--- config.mk ---
export PLATFORM = sky130hd
export DESIGN_NAME = fetch_unit_flat
export DESIGN_NICKNAME = d
export VERILOG_FILES = /design/src/rtl/fetch_unit_pkg.sv /design/src/rtl/fetch_unit_if.sv /design/src/rtl/fetch_unit_fifo.sv /design/src/rtl/fetch_unit.sv /design/src/flat_wrapper.sv
export SDC_FILE = /design/constraint.sdc
export NUM_CORES = 1
export LEC_CHECK = 0
export ABC_AREA = 1
export CAP_MARGIN = 20
export CORE_MARGIN = 2
export CORE_UTILIZATION = 45
export DETAILED_ROUTE_END_ITERATION = 16
export PLACE_DENSITY = 0.76
export SYNTH_ARGS = -nofsm -noshare
export SYNTH_HDL_FRONTEND = slang
export SYNTH_SLANG_ARGS = --single-unit
export TNS_END_PERCENT = 5
--- constraint.sdc ---
create_clock -name clk -period 3.5 [get_ports clk]
set_input_delay 1.05 -clock clk [delete_from_list [all_inputs] [get_ports clk]]
set_output_delay 1.05 -clock clk [all_outputs]
set_load 0.05 [all_outputs]
--- src/rtl/fetch_unit_pkg.sv ---
// Shared types and constants for the instruction fetch stage.
package fetch_unit_pkg;

    typedef logic [1:0] state_t;

    localparam state_t S_IDLE = 2'd0;
    localparam state_t S_WAIT = 2'd1;
    localparam state_t S_DROP = 2'd2;

    localparam logic [31:0] NOP = 32'h00000013;

    typedef struct packed {
        logic [31:0] pc;
        logic [31:0] instr;
    } fetch_entry_t;

    localparam fetch_entry_t EMPTY_ENTRY = '{pc: 32'h0, instr: NOP};

    function automatic logic [31:0] word_align(input logic [31:0] a);
        return {a[31:2], 2'b00};
    endfunction

endpackage

--- src/rtl/fetch_unit_if.sv ---
// Instruction memory read bus: single outstanding request, ack strobe.
interface fetch_unit_if;

    logic        mem_req;
    logic [31:0] mem_addr;
    logic        mem_ack;
    logic [31:0] mem_rdata;

    modport master (
        output mem_req,
        output mem_addr,
        input  mem_ack,
        input  mem_rdata
    );

    modport slave (
        input  mem_req,
        input  mem_addr,
        output mem_ack,
        output mem_rdata
    );

endinterface

--- src/rtl/fetch_unit_fifo.sv ---
// Instruction buffer: {pc, instr} entries, push/pop same cycle, sync flush.
module fetch_fifo
    import fetch_unit_pkg::*;
#(
    parameter int DEPTH = 2,
    localparam int AW = $clog2(DEPTH),
    localparam int CW = AW + 1
) (
    input  logic          clk,
    input  logic          reset_n,
    input  logic          flush_i,
    input  logic          push_i,
    input  fetch_entry_t  data_i,
    input  logic          pop_i,
    output fetch_entry_t  data_o,
    output logic          full_o,
    output logic          empty_o,
    output logic [CW-1:0] count_o
);

    logic [AW-1:0] wr_q;
    logic [AW-1:0] rd_q;
    logic [CW-1:0] cnt_q;
    fetch_entry_t  mem_q [DEPTH];
    logic          do_push;
    logic          do_pop;

    assign empty_o = (cnt_q == '0);
    assign full_o  = (cnt_q == CW'(DEPTH));
    assign count_o = cnt_q;

    assign do_pop  = pop_i & ~empty_o;
    assign do_push = push_i & (~full_o | do_pop);

    // Head reads as a NOP at address 0 whenever nothing is buffered.
    assign data_o = empty_o ? EMPTY_ENTRY : mem_q[rd_q];

    always_ff @(posedge clk or negedge reset_n) begin
        if (!reset_n) begin
            wr_q  <= '0;
            rd_q  <= '0;
            cnt_q <= '0;
            for (int i = 0; i < DEPTH; i++) begin
                mem_q[i] <= EMPTY_ENTRY;
            end
        end else if (flush_i) begin
            wr_q  <= '0;
            rd_q  <= '0;
            cnt_q <= '0;
        end else begin
            if (do_push) begin
                mem_q[wr_q] <= data_i;
                wr_q        <= wr_q + AW'(1);
            end
            if (do_pop) begin
                rd_q <= rd_q + AW'(1);
            end
            cnt_q <= cnt_q + CW'(do_push) - CW'(do_pop);
        end
    end

endmodule

--- src/rtl/fetch_unit.sv ---
// Fetch stage: issues word reads at the PC, buffers results for decode,
// advances or redirects the PC.
module fetch_unit
    import fetch_unit_pkg::*;
#(
    parameter logic [31:0] BOOT_ADDRESS = 32'h00000000,
    parameter int          FIFO_DEPTH   = 2
) (
    input  logic         clk,
    input  logic         reset_n,
    input  logic [31:0]  pc,
    output logic         pc_load,
    output logic [31:0]  pc_next,
    input  logic         redirect,
    input  logic [31:0]  redirect_target,
    fetch_unit_if.master mem,
    output logic         instr_valid,
    input  logic         instr_ready,
    output logic [31:0]  instr,
    output logic [31:0]  instr_pc
);

    localparam int CW = $clog2(FIFO_DEPTH) + 1;

    state_t        state_q;
    state_t        state_d;
    logic          req_q;
    logic          req_d;
    logic [31:0]   addr_q;
    logic [31:0]   addr_d;
    logic          load;
    logic [31:0]   nxt;
    logic          flush;
    logic          push;
    logic          pop;
    logic          space;
    logic          fifo_full;
    logic          fifo_empty;
    logic [CW-1:0] fifo_cnt;
    logic [CW-1:0] occ_next;
    fetch_entry_t  head;

    assign pop  = ~fifo_empty & instr_ready;
    assign push = (state_q == S_WAIT) & mem.mem_ack & ~redirect;

    // A full buffer with no pop never has room, whatever else happens.
    assign occ_next = fifo_cnt + CW'(push) - CW'(pop);
    assign space    = ~(fifo_full & ~pop) & (occ_next < CW'(FIFO_DEPTH));

    always_comb begin
        state_d = state_q;
        req_d   = req_q;
        addr_d  = addr_q;
        load    = 1'b0;
        nxt     = addr_q + 32'd4;
        flush   = 1'b0;
        if (redirect) begin
            load  = 1'b1;
            nxt   = word_align(redirect_target);
            flush = 1'b1;
            if ((state_q == S_IDLE) || mem.mem_ack) begin
                req_d   = 1'b0;
                state_d = S_IDLE;
            end else begin
                // The bus forbids withdrawing a pending request.
                state_d = S_DROP;
            end
        end else begin
            unique case (state_q)
                S_IDLE: begin
                    if (space) begin
                        req_d   = 1'b1;
                        addr_d  = pc;
                        state_d = S_WAIT;
                    end
                end
                S_WAIT: begin
                    if (mem.mem_ack) begin
                        load = 1'b1;
                        if (space) begin
                            addr_d = addr_q + 32'd4;
                        end else begin
                            req_d   = 1'b0;
                            state_d = S_IDLE;
                        end
                    end
                end
                S_DROP: begin
                    if (mem.mem_ack) begin
                        req_d   = 1'b0;
                        state_d = S_IDLE;
                    end
                end
                default: begin
                    req_d   = 1'b0;
                    state_d = S_IDLE;
                end
            endcase
        end
    end

    always_ff @(posedge clk or negedge reset_n) begin
        if (!reset_n) begin
            state_q <= S_IDLE;
            req_q   <= 1'b0;
            addr_q  <= BOOT_ADDRESS;
        end else begin
            state_q <= state_d;
            req_q   <= req_d;
            addr_q  <= addr_d;
        end
    end

    fetch_fifo #(
        .DEPTH (FIFO_DEPTH)
    ) u_fifo (
        .clk     (clk),
        .reset_n (reset_n),
        .flush_i (flush),
        .push_i  (push),
        .data_i  ('{pc: addr_q, instr: mem.mem_rdata}),
        .pop_i   (pop),
        .data_o  (head),
        .full_o  (fifo_full),
        .empty_o (fifo_empty),
        .count_o (fifo_cnt)
    );

    assign mem.mem_req  = req_q;
    assign mem.mem_addr = addr_q;

    assign pc_load     = load & reset_n;
    assign pc_next     = nxt;
    assign instr_valid = ~fifo_empty;
    assign instr       = head.instr;
    assign instr_pc    = head.pc;

endmodule

--- src/flat_wrapper.sv ---
// flat-port wrapper written by rule: the top's interface ports become plain ports
module fetch_unit_flat import fetch_unit_pkg::*;
#(
    parameter logic [31:0] BOOT_ADDRESS = 32'h00000000,
    parameter int          FIFO_DEPTH   = 2
)
  (clk, reset_n, pc, pc_load, pc_next, redirect, redirect_target, instr_valid, instr_ready, instr, instr_pc, mem_mem_req, mem_mem_addr, mem_mem_ack, mem_mem_rdata);
  fetch_unit_if mem_i ();
  input  logic clk;
  input  logic reset_n;
  input  logic [31:0] pc;
  output logic pc_load;
  output logic [31:0] pc_next;
  input  logic redirect;
  input  logic [31:0] redirect_target;
  output logic instr_valid;
  input  logic instr_ready;
  output logic [31:0] instr;
  output logic [31:0] instr_pc;
  output wire logic [$bits(mem_i.mem_req)-1:0] mem_mem_req;
  output wire logic [$bits(mem_i.mem_addr)-1:0] mem_mem_addr;
  input wire logic [$bits(mem_i.mem_ack)-1:0] mem_mem_ack;
  input wire logic [$bits(mem_i.mem_rdata)-1:0] mem_mem_rdata;
  assign mem_mem_req = mem_i.mem_req;
  assign mem_mem_addr = mem_i.mem_addr;
  assign mem_i.mem_ack = mem_mem_ack;
  assign mem_i.mem_rdata = mem_mem_rdata;
  fetch_unit #(.BOOT_ADDRESS(BOOT_ADDRESS), .FIFO_DEPTH(FIFO_DEPTH)) u_core (.clk(clk), .reset_n(reset_n), .pc(pc), .pc_load(pc_load), .pc_next(pc_next), .redirect(redirect), .redirect_target(redirect_target), .mem(mem_i), .instr_valid(instr_valid), .instr_ready(instr_ready), .instr(instr), .instr_pc(instr_pc));
endmodule
# ---- After elaboration in Yosys (flattened, before gate mapping)
# Index checks and enable logic that the tools add are counted.
dict set report classes {
  addsub 7
  order_cmp 4
  n_eq_ne 11
  mux 35
  bitwise_logic 17
  reduce_logical 11
}
# cell n
set ops {}
lappend ops {{64-bit two-way mux} 5}
lappend ops {{128-bit bitwise mux} 1}
lappend ops {{32-bit two-way mux} 4}
lappend ops {{64-bit demux with 1-bit select} 1}
lappend ops {{32-bit case mux with 2 select lines} 1}
lappend ops {{32-bit by 3-bit adder with 32-bit output, second input constant} 1}
lappend ops {{1-bit two-way mux} 14}
lappend ops {{2-bit two-way mux} 7}
lappend ops {{5-bit AND reduction} 2}
lappend ops {{3-bit inequality test, second input constant} 3}
lappend ops {{1-bit bitwise AND} 8}
lappend ops {{2-bit by 1-bit inequality test with 1-bit output, second input constant} 3}
lappend ops {{1-bit NOT} 6}
lappend ops {{2-bit case mux with 3 select lines} 1}
lappend ops {{2-bit nonzero test} 3}
lappend ops {{2-bit by 1-bit adder with 2-bit output} 2}
lappend ops {{2-bit equality test, second input constant} 2}
lappend ops {{2-bit greater-or-equal comparator, second input constant} 2}
lappend ops {{2-bit logical NOT} 2}
lappend ops {{1-bit NOT with 2-bit output} 2}
lappend ops {{4-bit AND reduction} 1}
lappend ops {{2-bit by 1-bit subtractor with 2-bit output} 2}
lappend ops {{3-bit by 2-bit inequality test with 1-bit output, second input constant} 1}
lappend ops {{1-bit case mux with 3 select lines} 1}
lappend ops {{9 further kinds} 10}
dict set report word_totals {
  ff_bits 167
  inputBits 101
  out_inout_bits 131
  elab_cells 95
}

# ---- Depth between registers and ports, before layout
dict set report logic_depth {
  depth_word 11
  depth_mapped 19
}

# ---- By module
# Synthesis repeated with hierarchy kept, for this count alone.
dict set report unflattened {
  cells_unflattened 1338
  area_unflattened_um2 9475.3
}
# module instances cells_each area_each_um2
set by_module_without_submodules {}
lappend by_module_without_submodules {fetch_fifo 1 818 6470.0}
lappend by_module_without_submodules {fetch_unit 1 520 3005.4}

# ---- Worst setup path before layout
# OpenSTA, ideal clock, no wires.
dict set report synth_path {
  path_kind {flip-flop to output port}
  start {reg u_core.addr_q[2], in the netlist u_core.mem.mem_addr[2]}
  end {out pc_next[18]}
  arrival_time_ps 2795
  required_ps 2450
  slack_ps -345
  stages_incl_launch_ff 8
  cell_sequence {dfrtp_1 > ha_1 > nand2_1 > nor2_1 > nand2_1 > nor2_1 > xor2_1 > o21ai_0}
}
dict set report synth_between {
  elab_chain_cells 2
}
# element line_no
set synth_rtl {}
lappend synth_rtl {{start, declared} fetch_unit.sv:29} ;# logic [31:0] addr_q;
lappend synth_rtl {{start signal, assigned} fetch_unit.sv:110} ;# addr_q <= addr_d;
lappend synth_rtl {{32-bit by 3-bit adder with 32-bit output} fetch_unit.sv:55} ;# nxt = addr_q + 32'd4;
lappend synth_rtl {{32-bit two-way mux} fetch_unit.sv:57} ;# if (redirect) begin
lappend synth_rtl {{end, declared} flat_wrapper.sv:13} ;# output logic [31:0] pc_next;
# No other way between the ends.

# ---- Final worst setup path
dict set report layout_path {
  start {in redirect}
  end {out pc_next[19]}
}
dict set report layout_between {
  elab_chain_cells 1
}
# element line_no
set layout_rtl {}
lappend layout_rtl {{start, declared} flat_wrapper.sv:14} ;# input logic redirect;
lappend layout_rtl {{32-bit two-way mux} fetch_unit.sv:57}
# No other way between the ends.

==> run summary <==
The run finished with clean final reports. Counting along the longest clock path gives a buffer depth of 2. The CTS H-tree depth came out at 4. The path class of the tightest hold or removal check is reg -> reg. The core outline area is 19,400 um2. Counting every sink on the clock net gives 167. Total power for the finished layout comes to 12,800 uW. Final-report max-slew violation count: 0. The floorplan has 51 rows. At the pin with the least slew margin, the transition time is 0.857 ns. In this run the static leakage power is 0.00599 uW. In the finished design, the share of the clock period the worst path needs comes to 98.5%.

After the last flow step, the layout net total stands at 1,511. Summing all non-filler instances in the final layout gives an area of 13,100 um2. In the routed design, unresolved DRC markers number 0. The die is 144 um wide. Adding up every negative setup slack in the final design gives 0 ns. The first global-routing pass estimated 41.6 mm of wire. In the layout the commonest cells are 452 x nand2_1, 159 x dfrtp_1, 131 x clkdlybuf4s50_1.

Entering global routing, the biggest net connects 93 pins. In this run the power spent charging and discharging nets is 6040 uW. Clock insertion delay at the later pin of the skew report: 0.43 ns. The data arrival time of the worst path came out at 2.40 ns. TritonCTS built the clock tree.

The tools report the achievable frequency as 0.290 GHz. Synthesis handed over a netlist of 1,199 instances. The pre-antenna-repair detailed-routing pass consisted of 5 iterations. The tools report the post-synth design cell area as 8880 um2. For the power share of the sequential group, the log shows 25.5%.

Using the TritonRoute via totals, the vias-per-cell ratio works out to 5.09. Dividing the synthesized area by the synthesized cell count gives 7.41 um2. Power spread over the standard cell area amounts to 978 nW/um2.

Yosys printed 0 warnings. Of the total power, the share spent switching nets is 47.1%. Final count of hold timing violations: 0. In the final layout, the share of cells above drive strength 1 is 16.8%. The hold-critical path depth is 2. STA classifies the critical path endpoint as a primary output. STA classifies the critical path startpoint as an input pin.

The initial detailed-routing violation count was 480; the final period demand of the worst path was 3.45 ns. The final layout contains routed wiring with a total length of 25.8 mm. The filler cells instantiated in the layout total 1,606. The HPWL after detailed placement is 18.1 mm.

For the worst flop-to-flop path, the logic depth is 16. IR analysis of the VDD net gives a maximum drop of 0.448 mV. The run gives 67.6% as the final cell utilization of the core. During placement, the flow inserted port buffers numbering 229. In the synthesized netlist the dominant register cell turns out to be dfrtp_1. The tools report the part of the power in the clock network as 15.7%. The share of flip-flops with an asynchronous set or reset after synthesis was 100%; the routability congestion estimate from global placement was 0.919.

The run gives 0 as the number of antenna violations at the first check in global routing. For this run, the register share of the synthesized area comes to 47.1%. The internal power summed over all cells was 6790 uW. Setup repair after global routing left no endpoint under its margin. Compared with the post-synthesis result, the final layout area differs by 47.7%.

The register bit count reported by yosys was 167; the clock transition at the register clock pins on the worst setup and hold paths after CTS was 0.06 ns. For the via count of the first global-routing pass, the log shows 8,419. The logs give 20,900 um2 for the die area and 2.45 ns for the critical path required time. The run gives 58.8% as the combinational group share of total power. Post-placement cell area: 12,400 um2.

For this run, the total global-route usage over all layers was measured as 25.5%. The number of nets in the synthesized netlist is 1,304. The total CTS buffers is 17, and the number of routed nets with antenna violations is 0.

Setup violations remaining at the end of the flow were counted as 0. The number of top-level pins came out at 232. 0 antenna diodes ended up in the layout. The starting utilization of the core area was 45.8%. The leading cell type in the layout, fill and taps excluded is nand2_1. Max-cap violations in this run came to 0.

The number of different library cells used by synthesis comes to 26. The number of enable-type register cells in the synthesized netlist is 0, and the final setup skew is 0.0101 ns. The run gives 8,561 as the via count of the routed design. The classification of the worst setup path was in -> out. The worst pin sits at a relative slew slack of 42.9%. The total grt overflow was 0; the die extent in y was 144 um. The wire length per cell after detailed routing was 15.3 um. The root buffer cell chosen for the clock tree is clkbuf_16. Along the worst path, the maximum fanout reaches 32. The setup slack of the critical path after layout is 0.0522 ns. Timing analysis after detailed placement gives a worst setup slack of -0.126 ns.
==> sequential cells by signal (all words and copies together), names as in the netlist <==
name and flops:
u_core.u_fifo.mem_q 128, u_core.mem.mem_addr 32, u_core.state_q 2, u_core.u_fifo.count_o 2
u_core.mem.mem_req 1, u_core.u_fifo.rd_q 1, u_core.u_fifo.wr_q 1
==> power by group through the flow <==
| stage | clock [uW] | sequential [uW] | combinational (uW) |
|---|---|---|---|
| after global routing | 2130 | 3370 | 8100 |
| after global placement | 0 | 3250 | 7430 |
| after detailed placement | 0 | 3280 | 7530 |
| after floorplan | 0 | 3790 | 3840 |
| after CTS | 2050 | 3260 | 7570 |
| final | 2010 | 3270 | 7540 |
==> synth_stat cells (2+ instances only) <==
cell type | number | share of area (%)
a21boi_0 | 2 | 0.17
a21oi_1 | 62 | 3.5
a31oi_1 | 13 | 0.92
buf_1 | 9 | 0.38
buf_2 | 7 | 0.39
buf_6 | 12 | 1.5
clkbuf_1 | 36 | 1.5
dfrtp_1 | 161 | 45
dfstp_2 | 6 | 1.8
ha_1 | 4 | 0.56
inv_1 | 93 | 3.9
inv_2 | 3 | 0.13
nand2_1 | 452 | 19
nand2_2 | 3 | 0.21
nand3_1 | 37 | 2.1
nor2_1 | 110 | 4.6
o21ai_0 | 104 | 5.9
o21ai_1 | 9 | 0.51
o21ai_2 | 55 | 5.4
xnor2_1 | 2 | 0.20
xor2_1 | 14 | 1.4
==> critical path, stage by stage <==
cell and delay (ns):
clkdlybuf4s50_1 0.48, inv_1 0.13, buf_12 0.20, nor2_1 0.06, a31oi_1 0.28, buf_12 0.19
==> final timing paths <==
kind                                          start                      end  slack, ns
max                                        redirect              pc_next[19]       0.05
min                         u_core.u_fifo.mem_q[87]  u_core.u_fifo.mem_q[87]       0.48
max reg2reg                u_core.u_fifo.count_o[0]  u_core.mem.mem_addr[19]       0.76
min reg2reg                 u_core.u_fifo.mem_q[87]  u_core.u_fifo.mem_q[87]       0.48
max in group asynchronous                   reset_n  u_core.u_fifo.mem_q[79]       1.54
min in group asynchronous                   reset_n   u_core.mem.mem_addr[8]       0.68
==> cells by family (layout without fill, tap and decap cells) <==
group / Yosys count / count (layout) / share of synthesized area, %
buffers and inverters: 161 / 380 / 7.96
flip-flops: 167 / 167 / 47.1
adder cells (fa/ha/maj): 4 / 4 / 0.564
AND/OR/NAND/NOR: 606 / 606 / 26.4
XOR/XNOR: 16 / 16 / 1.58
AO/OA/AOI/OAI: 245 / 245 / 16.4
==> per-layer routing <==
metal / vias up / track usage [%] / wire length [um]
met3: 44 / 5.86 / 1790
met4: 0 / 9.04 / 604
met2: 291 / 42.1 / 12600
met5: - / 0 / 0
li1: 4210 / - / -
met1: 4016 / 33.1 / 10900
==> final cells by class <==
class | count | area [um2] | area share [%]
Sequential cell | 167 | 4190 | 31.9
Clock buffer | 20 | 467 | 3.56
Inverter | 96 | 360 | 2.75
Multi-Input combinational cell | 871 | 4080 | 31.1
Clock inverter | 11 | 173 | 1.32
Tap cell | 265 | 332 | 2.53
Timing Repair Buffer | 253 | 3520 | 26.8
==> through the flow <==
| step | instances | hold slack (ns) |
|---|---|---|
| global route | 1683 | 0.501 |
| global placement | 1652 | 0.455 |
| detailed placement | 1652 | 0.467 |
| finish | 1683 | 0.479 |
| CTS | 1683 | 0.483 |
| floorplan | 1199 | 0.453 |
==> timing repair <==
action / 4_1_cts / 5_1_grt
gates resized for setup: 4 / 18
gates cloned: 0 / 0
setup buffers: 0 / 0
endpoints found under the setup margin: 9 / 22
hold buffers: 0 / 0
endpoints found under the hold margin: 0 / 0
(Power assumes the default switching activity.)
